[config.mk]
export PLATFORM = sky130hd
export DESIGN_NAME = mul_unit
export DESIGN_NICKNAME = d
export VERILOG_FILES = /design/src/rtl/mul_unit.sv
export SDC_FILE = /design/constraint.sdc
export NUM_CORES = 1
export LEC_CHECK = 0
export CAP_MARGIN = 40
export CORE_UTILIZATION = 52
export CTS_CLUSTER_SIZE = 14
export DETAILED_ROUTE_END_ITERATION = 8
export PLACE_DENSITY = 0.84
export SLEW_MARGIN = 10
export SYNTH_ARGS = -nofsm -noshare
export SYNTH_HDL_FRONTEND = slang
export SYNTH_SLANG_ARGS = --single-unit
[constraint.sdc]
create_clock -name clk -period 3.42 [get_ports clk]
set_clock_uncertainty 0.05 [all_clocks]
set_input_delay 0.684 -clock clk [delete_from_list [all_inputs] [get_ports clk]]
set_output_delay 0.684 -clock clk [all_outputs]
set_load 0.005 [all_outputs]
[src/rtl/mul_unit.sv]
// Iterative LSB-first shift-add multiplier for RV32M MUL/MULH/MULHSU/MULHU.
// Operands are reduced to magnitudes on accept; the sign is applied once in FIX.
module full_adder #(
    parameter int WIDTH = 32
) (
    input  logic [WIDTH-1:0] a,
    input  logic [WIDTH-1:0] b,
    input  logic             cin,
    output logic [WIDTH-1:0] sum,
    output logic             cout
);
    assign {cout, sum} = {1'b0, a} + {1'b0, b} + {{WIDTH{1'b0}}, cin};
endmodule

module mul_unit #(
    parameter int WIDTH = 32
) (
    input  logic             clk,
    input  logic             rst,
    input  logic             in_valid,
    output logic             in_ready,
    input  logic [1:0]       op,
    input  logic [WIDTH-1:0] a,
    input  logic [WIDTH-1:0] b,
    output logic             out_valid,
    input  logic             out_ready,
    output logic [WIDTH-1:0] result,
    output logic             busy
);
    localparam int CW = (WIDTH > 1) ? $clog2(WIDTH) : 1;

    typedef enum logic [1:0] {IDLE, RUN, FIX, DONE} state_t;

    state_t           state_reg, state_next;
    logic [CW-1:0]    count_reg;
    logic [WIDTH-1:0] acc_reg;
    logic [WIDTH-1:0] mplier_reg;
    logic [WIDTH-1:0] mcand_reg;
    logic [WIDTH-1:0] result_reg;
    logic             sign_a_reg;
    logic             sign_b_reg;
    logic             low_half_reg;

    logic [WIDTH-1:0]   pp;
    logic [WIDTH-1:0]   fa_sum;
    logic               fa_cout;
    logic               sign_a_in, sign_b_in;
    logic [WIDTH-1:0]   a_mag, b_mag;
    logic [2*WIDTH-1:0] prod, prod_fixed;

    // Partial product: multiplicand gated by the current multiplier LSB.
    generate
        for (genvar gi = 0; gi < WIDTH; gi++) begin : g_pp
            assign pp[gi] = mcand_reg[gi] & mplier_reg[0];
        end
    endgenerate

    full_adder #(.WIDTH(WIDTH)) u_fa (
        .a    (acc_reg),
        .b    (pp),
        .cin  (1'b0),
        .sum  (fa_sum),
        .cout (fa_cout)
    );

    // a is signed except for MULHU; b is signed only for MUL/MULH.
    assign sign_a_in = (op != 2'b11) & a[WIDTH-1];
    assign sign_b_in = ~op[1] & b[WIDTH-1];
    assign a_mag     = sign_a_in ? (~a + WIDTH'(1)) : a;
    assign b_mag     = sign_b_in ? (~b + WIDTH'(1)) : b;

    assign prod       = {acc_reg, mplier_reg};
    assign prod_fixed = (sign_a_reg ^ sign_b_reg) ? (~prod + (2*WIDTH)'(1)) : prod;

    always_comb begin
        state_next = state_reg;
        case (state_reg)
            IDLE: if (in_valid)                        state_next = RUN;
            RUN:  if (count_reg == CW'(WIDTH - 1))     state_next = FIX;
            FIX:                                       state_next = DONE;
            DONE: if (out_ready)                       state_next = IDLE;
            default:                                   state_next = IDLE;
        endcase
    end

    always_ff @(posedge clk) begin
        if (rst) begin
            state_reg    <= IDLE;
            count_reg    <= '0;
            acc_reg      <= '0;
            mplier_reg   <= '0;
            mcand_reg    <= '0;
            result_reg   <= '0;
            sign_a_reg   <= 1'b0;
            sign_b_reg   <= 1'b0;
            low_half_reg <= 1'b0;
        end else begin
            state_reg <= state_next;
            case (state_reg)
                IDLE: if (in_valid) begin
                    count_reg    <= '0;
                    acc_reg      <= '0;
                    mcand_reg    <= a_mag;
                    mplier_reg   <= b_mag;
                    sign_a_reg   <= sign_a_in;
                    sign_b_reg   <= sign_b_in;
                    low_half_reg <= (op == 2'b00);
                end
                RUN: begin
                    acc_reg    <= {fa_cout, fa_sum[WIDTH-1:1]};
                    mplier_reg <= {fa_sum[0], mplier_reg[WIDTH-1:1]};
                    count_reg  <= count_reg + CW'(1);
                end
                FIX: result_reg <= low_half_reg ? prod_fixed[WIDTH-1:0]
                                                : prod_fixed[2*WIDTH-1:WIDTH];
                default: ;
            endcase
        end
    end

    assign in_ready  = (state_reg == IDLE);
    assign out_valid = (state_reg == DONE);
    assign busy      = (state_reg != IDLE);
    assign result    = result_reg;
endmodule

==> summary.md <==
| Metric | Value |
|---|---|
| Status | finished, violations left |
| Violated checks | design-rule violations |
| I/O Pins | 105 |
| Final cycle utilization of the critical path | 95.27% |
| ANT nets after route | 0 |
| Core ar. | 18210 µm² |
| FF+latch count, synth | 138 |
| Mapped Avg Cell Area | 7.479 µm² |
| Max-Cap Viols | 0 |
| Most frequent cells in the layout | 157 x nand2_1, 140 x nor2_1, 138 x dfxtp_1 |
| Post-Synthesis Cell Area | 9761 µm² |
| Nets@finish | 1522 |
| Final setup TNS | 0 ps |
| Die Y | 139.0 µm |
| Detailed Place HPWL | 20260 µm |
| Pwr/cell area | 666.3 nW/µm² |
| Hold Path Origin | result[4] |
| Seq/Total Area, Yosys | 28.30% |
| Leakage | 4.689 nW |
| Hold path cells | 1 |
| Reg-to-reg slack, setup | 160 ps |
| Largest net degree at the start of global routing | 64 |
| # DRC | 4 |
| Num Clock Sinks | 138 |
| Worst Tran Pin Value | 920.6 ps |
| CP Capture Type | flip-flop |
| CTS tree | yes |
| Max clock buf depth | 2 |
| Post-synth EDFFs | 0 |
| Max Clk Rate | 306.9 MHz |
| Die width | 139.0 µm |
| Critical path peak fanout | 3 |
| Type of the most critical hold path | flip-flop to flip-flop |
| Critical path arrival | 3530 ps |
| Final Instance Area | 11950 µm² |
| WL/cell | 16.33 µm |
| Hold slack | 425.4 ps |
| Fraction of final layout cells with drive strength greater than 1 | 7.871% |
| Startpoint types | flip-flop |
| Ys flop type | dfxtp_1 |
| Starting DRT DRC Count | 913 |
| Starting Density | 53.60% |
| Clock slew at reported path FFs | 60 ps |
| Crit path required time | 3690 ps |
| CTS Buf Count | 17 |
| Initial antenna violation count | 0 |
| Hold Path End | result[4] |
| Worst-skew pair later-pin latency | 430 ps |
| Syn-to-layout area delta | 22.47% |
| Detailed Route WL | 26980 µm |
| Register area | 2763 µm² |
| Total track usage | 28.25% |
| FF-to-FF path depth | 13 |
| Post-route minimum period | 3258 ps |
| Synth unique cells | 61 |
| Synth Net Count | 1417 |
| WS Path Type | flip-flop to flip-flop |
| Vias/cell | 5.981 |
| # diodes | 0 |
| Final Max Tran Viols | 0 |
| Worst VDD drop | 443.4 µV |
| Commonest non-fill, non-tap cell in the layout | nand2_1 |
| H-Tree Depth | 4 |
| Final Hold Fails | 0 |
| Vias | 9880 |
| IO Port Bufs | 104 |
| Row count | 49 |
| Setup violators final | 0 |
| Fill cell count | 1499 |
| Synth async-reset ratio | 0% |
| Reg-to-reg startpoint | mcand_reg[0] |
| First-pass GRT wire length | 44570 µm |
| Post-Synthesis Cells | 1305 |
| Pre-Repair DR Iteration Count | 9 |
| Syn. warnings | 0 |
| Placed cell areas | 11250 µm² |
| Critical R2R Capture | acc_reg[29] |
| GRT overflow | 0 |
| CTS Root Cell | clkbuf_16 |
| Area occupied by multi-input gates | 6671 µm² |
| Vias in the first global route | 9093 |
| Final GP Congestion | 0.9210 |
| Slew margin rel. | 38.54% |
| Die area | 19320 µm² |
layer usage:
metal	vias to the layer above	share of wire, %	global-route usage, %
met1	4535	44	36.74
met3	57	7.1	5.698
met5	-	0	0
met4	0	2.3	9.415
met2	394	47	46.65
li1	4894	-	-
critical path, cell delays in order (launching register included):
cell and delay, ps:
dfxtp_1 350, and2_1 150, ha_1 220, inv_1 70
fa_1 410, nor2b_1 180, o31ai_1 100, and3b_1 220
o31ai_2 330, a41oi_2 230, o211ai_1 360, a211oi_1 150
xnor2_1 140, a22o_1 190
worst max path at each step:
| stage | slack (ps) | to | start | depth (start not counted) |
|---|---|---|---|---|
| finish | 160 | acc_reg[29] | mcand_reg[0] | 13 |
| global route | -7 | result[29] | mplier_reg[0] | 11 |
| CTS | 70 | mplier_reg[22] | b[0] | 12 |
| detailed placement | -360 | mplier_reg[22] | b[0] | 12 |
| global placement | -240 | mplier_reg[22] | b[0] | 12 |
| floorplan | 80 | acc_reg[29] | mplier_reg[0] | 15 |
where the power goes:
| group | total [mW] | switching [mW] | internal, mW | leakage, nW |
|---|---|---|---|---|
| combinational | 3.60 | 2.20 | 1.40 | 3.24 |
| sequential | 2.35 | 0.385 | 1.96 | 1.13 |
| clock | 2.02 | 0.693 | 1.33 | 0.320 |
synthesized netlist by cell type (18+ instances only):
cell type	count	area, µm²
inv_1	30	112.6
a22o_1	30	262.8
nand2_1	158	593.1
dfxtp_1	138	2763
a211oi_1	33	247.7
xnor2_1	77	674.4
or3_1	19	118.9
a31oi_1	19	118.9
a22oi_1	22	165.2
a21oi_1	112	560.5
ha_1	41	513.0
and2_1	36	225.2
nor3_1	27	135.1
clkbuf_1	66	247.7
nor2_1	140	525.5
xor2_1	62	543.0
o31ai_1	26	195.2
nand3_1	18	90.09
o21ai_0	95	475.5
layout make-up:
cell class	instances	area share, %
multi-input combinational	1063	55.81
clock buffer	20	3.820
clock inverter	12	1.633
tap	229	2.397
inverter	30	0.9420
sequential	138	23.11
timing repair buffer	160	12.29
through the flow:
| step | total power [mW] | std cells | setup slack (ps) | util, % |
|---|---|---|---|---|
| finish | 7.965 | 1652 | 161.9 | 65.65 |
| global route | 8.465 | 1652 | -7.008 | 65.65 |
| CTS | 7.893 | 1650 | 74.42 | 65.34 |
| detailed placement | 5.852 | 1618 | -364.4 | 61.76 |
| global placement | 5.764 | 1618 | -238.8 | 61.76 |
| floorplan | 4.721 | 1305 | 83.45 | - |
logic make-up (layout without fill, tap and decap cells):
group	count (synthesis)	count (layout)	share of synthesized area, %
AND/OR/NAND/NOR	475	475	22.98
flip-flops	138	138	28.30
XOR/XNOR	139	139	12.47
adder cells (fa/ha/maj)	42	42	5.461
AO/OA/AOI/OAI	401	401	26.16
multiplexers	6	6	0.6153
buffers and inverters	104	222	4.000
repair_timing:
| action | in CTS | in global routing |
|---|---|---|
| buffers inserted | 0 | 2 |
| hold buffers | 0 | 0 |
| endpoints found under the setup margin | 0 | 10 |
| resized for setup | 0 | 7 |
Power figures use the tool's default switching activity.
